**src/rtl/priority_1_pkg.sv**
```systemverilog
// Shared types and codes for the priority_1 driver slice.
//   drv_state_t : driver FSM state encoding (D_IDLE..D_RESP)
//   SEL_*       : exit-select codes driven on sel
//   TMR_W       : width of the D_WAIT timeout counter
//   mode_ok()   : true for the exit modes the driver can execute
package priority_1_pkg;

  typedef enum logic [2:0] {
    D_IDLE = 3'd0,
    D_RUN  = 3'd1,
    D_MID  = 3'd2,
    D_EXIT = 3'd3,
    D_WAIT = 3'd4,
    D_RESP = 3'd5
  } drv_state_t;

  localparam logic [1:0] SEL_NONE = 2'd0;
  localparam logic [1:0] SEL_IDLE = 2'd2;
  localparam logic [1:0] SEL_LAST = 2'd3;

  localparam int unsigned TMR_W = 8;

  function automatic logic mode_ok(input logic [1:0] mode);
    return (mode == SEL_IDLE) || (mode == SEL_LAST);
  endfunction

endpackage

```
**src/rtl/priority_1_drv_timer.sv**
```systemverilog
// Loadable down-counter with an expired flag, used while waiting for f.
//   clk, rst_n : clock, synchronous active-low reset
//   load       : load load_val (has priority over en)
//   en         : decrement by one, holding at zero
//   load_val   : reload value
//   expired_c  : count has reached its last cycle (<= 1), combinational
module priority_1_drv_timer
  import priority_1_pkg::*;
#(
  parameter int unsigned W = TMR_W
) (
  input  logic         clk,
  input  logic         rst_n,
  input  logic         load,
  input  logic         en,
  input  logic [W-1:0] load_val,
  output logic         expired_c
);

  logic [W-1:0] cnt;

  always_ff @(posedge clk) begin
    if (!rst_n) begin
      cnt <= '0;
    end else if (load) begin
      cnt <= load_val;
    end else if (en && (cnt != '0)) begin
      cnt <= cnt - W'(1);
    end
  end

  // Flag on the final counted cycle so a load of N gives exactly N wait cycles.
  assign expired_c = (cnt <= W'(1));

endmodule

```
**src/rtl/priority_1_driver.sv**
```systemverilog
// Command-driven initiator for the do/sel/f handshake of the priority_1 FSM.
// Converts one {length, exit mode} command into the do/sel drive sequence and
// reports done/error on a one-cycle response pulse.
//   clk, rst_n           : clock, synchronous active-low reset
//   cmd_valid/cmd_ready  : command handshake (cmd_ready is combinational)
//   cmd_len, cmd_mode    : RUN length in cycles, exit code (2=IDLE, 3=LAST)
//   rsp_valid, rsp_err   : registered response pulse and status
//   do_req               : run request to the target ("do" is a reserved word)
//   sel                  : exit select to the target
//   f                    : LAST-state flag from the target
// Optional build macro PRIORITY_1_DRIVER_STATS_EN adds stat_cmds/stat_errs.
module priority_1_driver
  import priority_1_pkg::*;
#(
  parameter int unsigned CNT_W   = 8,
  parameter int unsigned TIMEOUT = 16
) (
  input  logic             clk,
  input  logic             rst_n,
  input  logic             cmd_valid,
  output logic             cmd_ready,
  input  logic [CNT_W-1:0] cmd_len,
  input  logic [1:0]       cmd_mode,
  output logic             rsp_valid,
  output logic             rsp_err,
  output logic             do_req,
  output logic [1:0]       sel,
  input  logic             f
`ifdef PRIORITY_1_DRIVER_STATS_EN
  ,
  output logic [15:0]      stat_cmds,
  output logic [15:0]      stat_errs
`endif
);

  drv_state_t       state_q, state_d;
  logic [CNT_W-1:0] cnt_q, cnt_d;
  logic [1:0]       mode_q, mode_d;
  logic             err_q, err_d;
  logic             tmr_load, tmr_en, tmr_exp;
  logic             do_d, rsp_valid_d, rsp_err_d;
  logic [1:0]       sel_d;

  priority_1_drv_timer #(.W(TMR_W)) u_timer (
    .clk       (clk),
    .rst_n     (rst_n),
    .load      (tmr_load),
    .en        (tmr_en),
    .load_val  (TMR_W'(TIMEOUT)),
    .expired_c (tmr_exp)
  );

  assign cmd_ready = (state_q == D_IDLE);

  // State and command registers.
  always_ff @(posedge clk) begin
    if (!rst_n) begin
      state_q <= D_IDLE;
      cnt_q   <= '0;
      mode_q  <= SEL_NONE;
      err_q   <= 1'b0;
    end else begin
      state_q <= state_d;
      cnt_q   <= cnt_d;
      mode_q  <= mode_d;
      err_q   <= err_d;
    end
  end

  // Next-state logic.
  always_comb begin
    state_d  = state_q;
    cnt_d    = cnt_q;
    mode_d   = mode_q;
    err_d    = err_q;
    tmr_load = 1'b0;
    tmr_en   = 1'b0;
    unique case (state_q)
      D_IDLE: begin
        if (cmd_valid) begin
          mode_d = cmd_mode;
          cnt_d  = cmd_len;
          if ((cmd_len == '0) || !mode_ok(cmd_mode)) begin
            err_d   = 1'b1;
            state_d = D_RESP;
          end else begin
            err_d   = 1'b0;
            state_d = D_RUN;
          end
        end
      end
      D_RUN: begin
        // Leave on the last counted cycle; counter never wraps past 1.
        if (cnt_q <= CNT_W'(1)) begin
          state_d = D_MID;
        end else begin
          cnt_d = cnt_q - CNT_W'(1);
        end
      end
      D_MID: state_d = D_EXIT;
      D_EXIT: begin
        if (mode_q == SEL_LAST) begin
          tmr_load = 1'b1;
          state_d  = D_WAIT;
        end else begin
          err_d   = 1'b0;
          state_d = D_RESP;
        end
      end
      D_WAIT: begin
        tmr_en = 1'b1;
        if (f) begin
          err_d   = 1'b0;
          state_d = D_RESP;
        end else if (tmr_exp) begin
          err_d   = 1'b1;
          state_d = D_RESP;
        end
      end
      D_RESP:  state_d = D_IDLE;
      default: state_d = D_IDLE;
    endcase
  end

  // Output decode: drive values follow the state being entered.
  always_comb begin
    do_d        = (state_d == D_RUN);
    sel_d       = (state_d == D_EXIT) ? mode_d : SEL_NONE;
    rsp_valid_d = (state_q == D_RESP);
    rsp_err_d   = (state_q == D_RESP) && err_q;
  end

  // Registered outputs.
  always_ff @(posedge clk) begin
    if (!rst_n) begin
      do_req    <= 1'b0;
      sel       <= SEL_NONE;
      rsp_valid <= 1'b0;
      rsp_err   <= 1'b0;
    end else begin
      do_req    <= do_d;
      sel       <= sel_d;
      rsp_valid <= rsp_valid_d;
      rsp_err   <= rsp_err_d;
    end
  end

`ifdef PRIORITY_1_DRIVER_STATS_EN
  // Saturating response/error counters.
  always_ff @(posedge clk) begin
    if (!rst_n) begin
      stat_cmds <= '0;
      stat_errs <= '0;
    end else begin
      if (rsp_valid && (stat_cmds != 16'hFFFF)) stat_cmds <= stat_cmds + 16'd1;
      if (rsp_valid && rsp_err && (stat_errs != 16'hFFFF)) stat_errs <= stat_errs + 16'd1;
    end
  end
`endif

endmodule

```
**config.mk**
```make
export PLATFORM = sky130hd
export DESIGN_NAME = priority_1_driver
export DESIGN_NICKNAME = d
export VERILOG_FILES = /design/src/rtl/priority_1_pkg.sv /design/src/rtl/priority_1_drv_timer.sv /design/src/rtl/priority_1_driver.sv
export SDC_FILE = /design/constraint.sdc
export NUM_CORES = 1
export LEC_CHECK = 0
export CORE_UTILIZATION = 30
export CTS_BUF_LIST = sky130_fd_sc_hd__clkbuf_8
export CTS_CLUSTER_SIZE = 16
export DETAILED_ROUTE_END_ITERATION = 12
export GPL_TIMING_DRIVEN = 0
export MAX_ROUTING_LAYER = met4
export PLACE_DENSITY = 0.52
export SYNTH_ARGS = -nofsm -noshare
export SYNTH_HDL_FRONTEND = slang
export SYNTH_HIERARCHICAL = 1
export SYNTH_SLANG_ARGS = --single-unit
```
**constraint.sdc**
```tcl
create_clock -name clk -period 5.67 [get_ports clk]
set_input_delay 0.567 -clock clk [delete_from_list [all_inputs] [get_ports clk]]
set_output_delay 0.567 -clock clk [all_outputs]
set_load 0.02 [all_outputs]
```
==> qor.yml <==
sta:
  max-slew-margin-rel_pct: 49.56
  finalCritPeriodShare_pct: 43.06
  fin_setup_tns_ps: 0
  fmax_mhz: 409.6
  worst-slew-pin-transition_ps: 754.9
  fin_crit_ps: 2441
  slew_violations: 0
  holdWs_ps: 489.8
  hold_viol: 0
  fin_worst_skew_ps: 9.912
  rsz0062_at_grt: "no"
  setup_viol: 0
synthesis:
  synth.yosys.seq_area_share_pct: 32.55
  synth_top_family_by_area: "simple AND/OR/NAND/NOR gates"
  ys_ff_latch: 27
  async_flop_share_pct: 0
  synth_edf_count: 0
  synthFlopType: "dfxtp_1"
  synthesis.instances: 199
  synthAdderAreaFrac_pct: 3.768
  syn_area_mm2: 0.001660
  synthMuxAreaShare_pct: 1.809
  synth.largest_area_cell: "dfxtp_1"
  synth-xor-area-share_pct: 0
  yosys-top-cells-area: "dfxtp_1 (33%), nor2_1 (3.8%), ha_1 (3.8%)"
  netlist-cell-type-count: 62
  synth_compound_area_share_pct: 25.40
  synthSimpleGateAreaFrac_pct: 28.94
  syn_area_per_cell_um2: 8.343
  yosys.area.top_type_share_pct: 32.55
  ys_warn_count: 6
route:
  drtAntennaViolNets: 0
  wl_um: 3959
  vias: 1557
  post_drt_wl_per_cell_um: 13.29
  via_per_inst: 5.225
  drc: 0
  firstDrtPassIters: 4
  drt_iter0_markers: 42
worst_hold_path:
  holdPathStages: 1
  hold_class: "reg -> reg"
layout:
  diodes: 0
  fin_nets: 248
  ff_latch_area_um2: 540.5
  multi_input_area_mm2: 0.001025
  syn_to_final_growth_pct: 20.87
  layout-drive-gt1-share_pct: 10.53
  num-fill-cells: 565
power_and_ir_drop:
  p_leak_uw: 0.0007856
  ir_worst_vdd_mv: 0.1925
  power.density_mw_per_mm2: 432.6
  power_uw: 868.1
critical_path:
  worstPathRequired_ps: 5870
  crit_fanout: 10
  cp.arrival_ps: 2640
  crit_type: "reg -> reg"
  cp-start-kind: "register"
  ff2ff_path_depth: 6
  worst_setup_path_end_kind: "register"
global_routing:
  grtUsageTotal_pct: 14.51
  grt_pass1_vias: 1407
  gr-total-overflow: 0
  antenna_found_initial: 0
  grt_pass1_wl_um: 6665
  grt_max_degree: 16
cts:
  cts-root-buf: "clkbuf_8"
  cts.sinks: 27
  ctsHoldBuffers: 0
  clock_latency_ps: 280
  cts.clk_slew.worst_paths_ps: 100
  cts_setup_buffers: 0
  cts_tree: "built"
  post_cts_resized: 0
  clockBufferDepth: 2
  cts-htree-levels: 1
  cts_made_buffers: 3
floorplan:
  rows: 26
  die_height_um: 76.40
  coreArea_mm2: 0.005205
  design.die.area_mm2: 0.005836
  die_w_um: 76.40
  ios: 20
  start_util_pct: 31.90
place:
  port_buffers: 19
  dpl.hpwl_um: 2888
  gp_congestion: 0.7871
run:
  max_cap_viol_count: 0
run_status:
  status: "completed"
## layout by cell type (no fill, tap or decap), types with 2 or more instances in the layout
cell type / n
nor4_1: 5
nand2b_1: 2
nor2b_1: 4
clkbuf_8: 4
a211o_2: 2
o21ai_0: 12
or3b_2: 3
nor3_1: 6
or4_1: 3
nor3b_1: 3
nand3_1: 2
inv_1: 13
buf_6: 3
nand4_1: 2
mux2i_1: 3
and2_1: 4
a21boi_0: 2
o311ai_0: 4
a31oi_1: 7
conb_1: 8
a21oi_1: 9
clkdlybuf4s50_1: 19
ha_1: 5
and3_1: 4
o31ai_1: 3
o211a_1: 2
a2111oi_0: 3
nand2_1: 12
dfxtp_1: 27
nand3b_1: 2
nor2_1: 17
## layout make-up
cell class              instances  area share [%]
plain buffers                   8           3.429
clock buffers                   3           2.057
clock inverters                 1          0.2494
inverters                      13           2.431
multi-input cells             157           51.06
flip-flops and latches         27           26.93
well taps                      70           4.364
repair buffers                 19           9.476
## path summary, 6_finish.rpt
check,start,to,slack [ps]
worst min-delay path,err_q,rsp_err,490
worst max register to register,state_q[2],u_timer/cnt[5],3230
worst max-delay path,state_q[2],u_timer/cnt[5],3230
worst min register to register,err_q,rsp_err,490
## per-stage QoR
stage	std cells	util (%)	setup slack, ps	area (um2)
CTS	298	38.56	3212	2007
global route	298	38.56	3076	2007
floorplan	205	-	3434	1683
detailed placement	294	37.67	3248	1961
global placement	294	37.67	3289	1961
finish	298	38.56	3229	2007
## synth_stat cells (all sizes together) (4+ instances only)
master	n
dfxtp	27
nor4	6
inv	13
o311ai	5
a21oi	9
or4	4
or3b	4
nor3	6
o21ai	13
and2	4
buf	5
a31oi	7
nor2	17
nand2	12
nor2b	4
ha	5
and3	5
## kinds of logic after synthesis
family,count (synthesis)
other,2
buffers and inverters,21
AOI/OAI and AO/OA,60
and+or+nand+nor,81
adders and majority gates,5
DFF,27
muxes,3
## critical path, stage by stage (launching register included)
cell	delay, ps
dfxtp_1	350
buf_2	190
or3b_2	490
inv_1	170
or3b_2	510
or4_1	480
a31oi_1	170
## state kept, by name, indices dropped and copies added (netlist names)
signal / cells
do_req: 1
u_timer/cnt: 8
cnt_q: 8
sel: 2
state_q: 3
rsp_valid: 1
err_q: 1
rsp_err: 1
mode_q: 2
## where the power goes
group	total [uW]	internal [uW]	switching [uW]
Combinational	466	213	253
Clock	114	49.4	64.4
Sequential	288	237	51.2
## layer usage
layer / part of all wire (%) / global-route usage, % / up-vias
li1: - / - / 802
met4: 0.93 / 4.231 / 0
met1: 49 / 18.20 / 711
met3: 4.4 / 3.353 / 4
met5: 0 / - / -
met2: 46 / 23.15 / 40
Power figures use the tool's default switching activity.
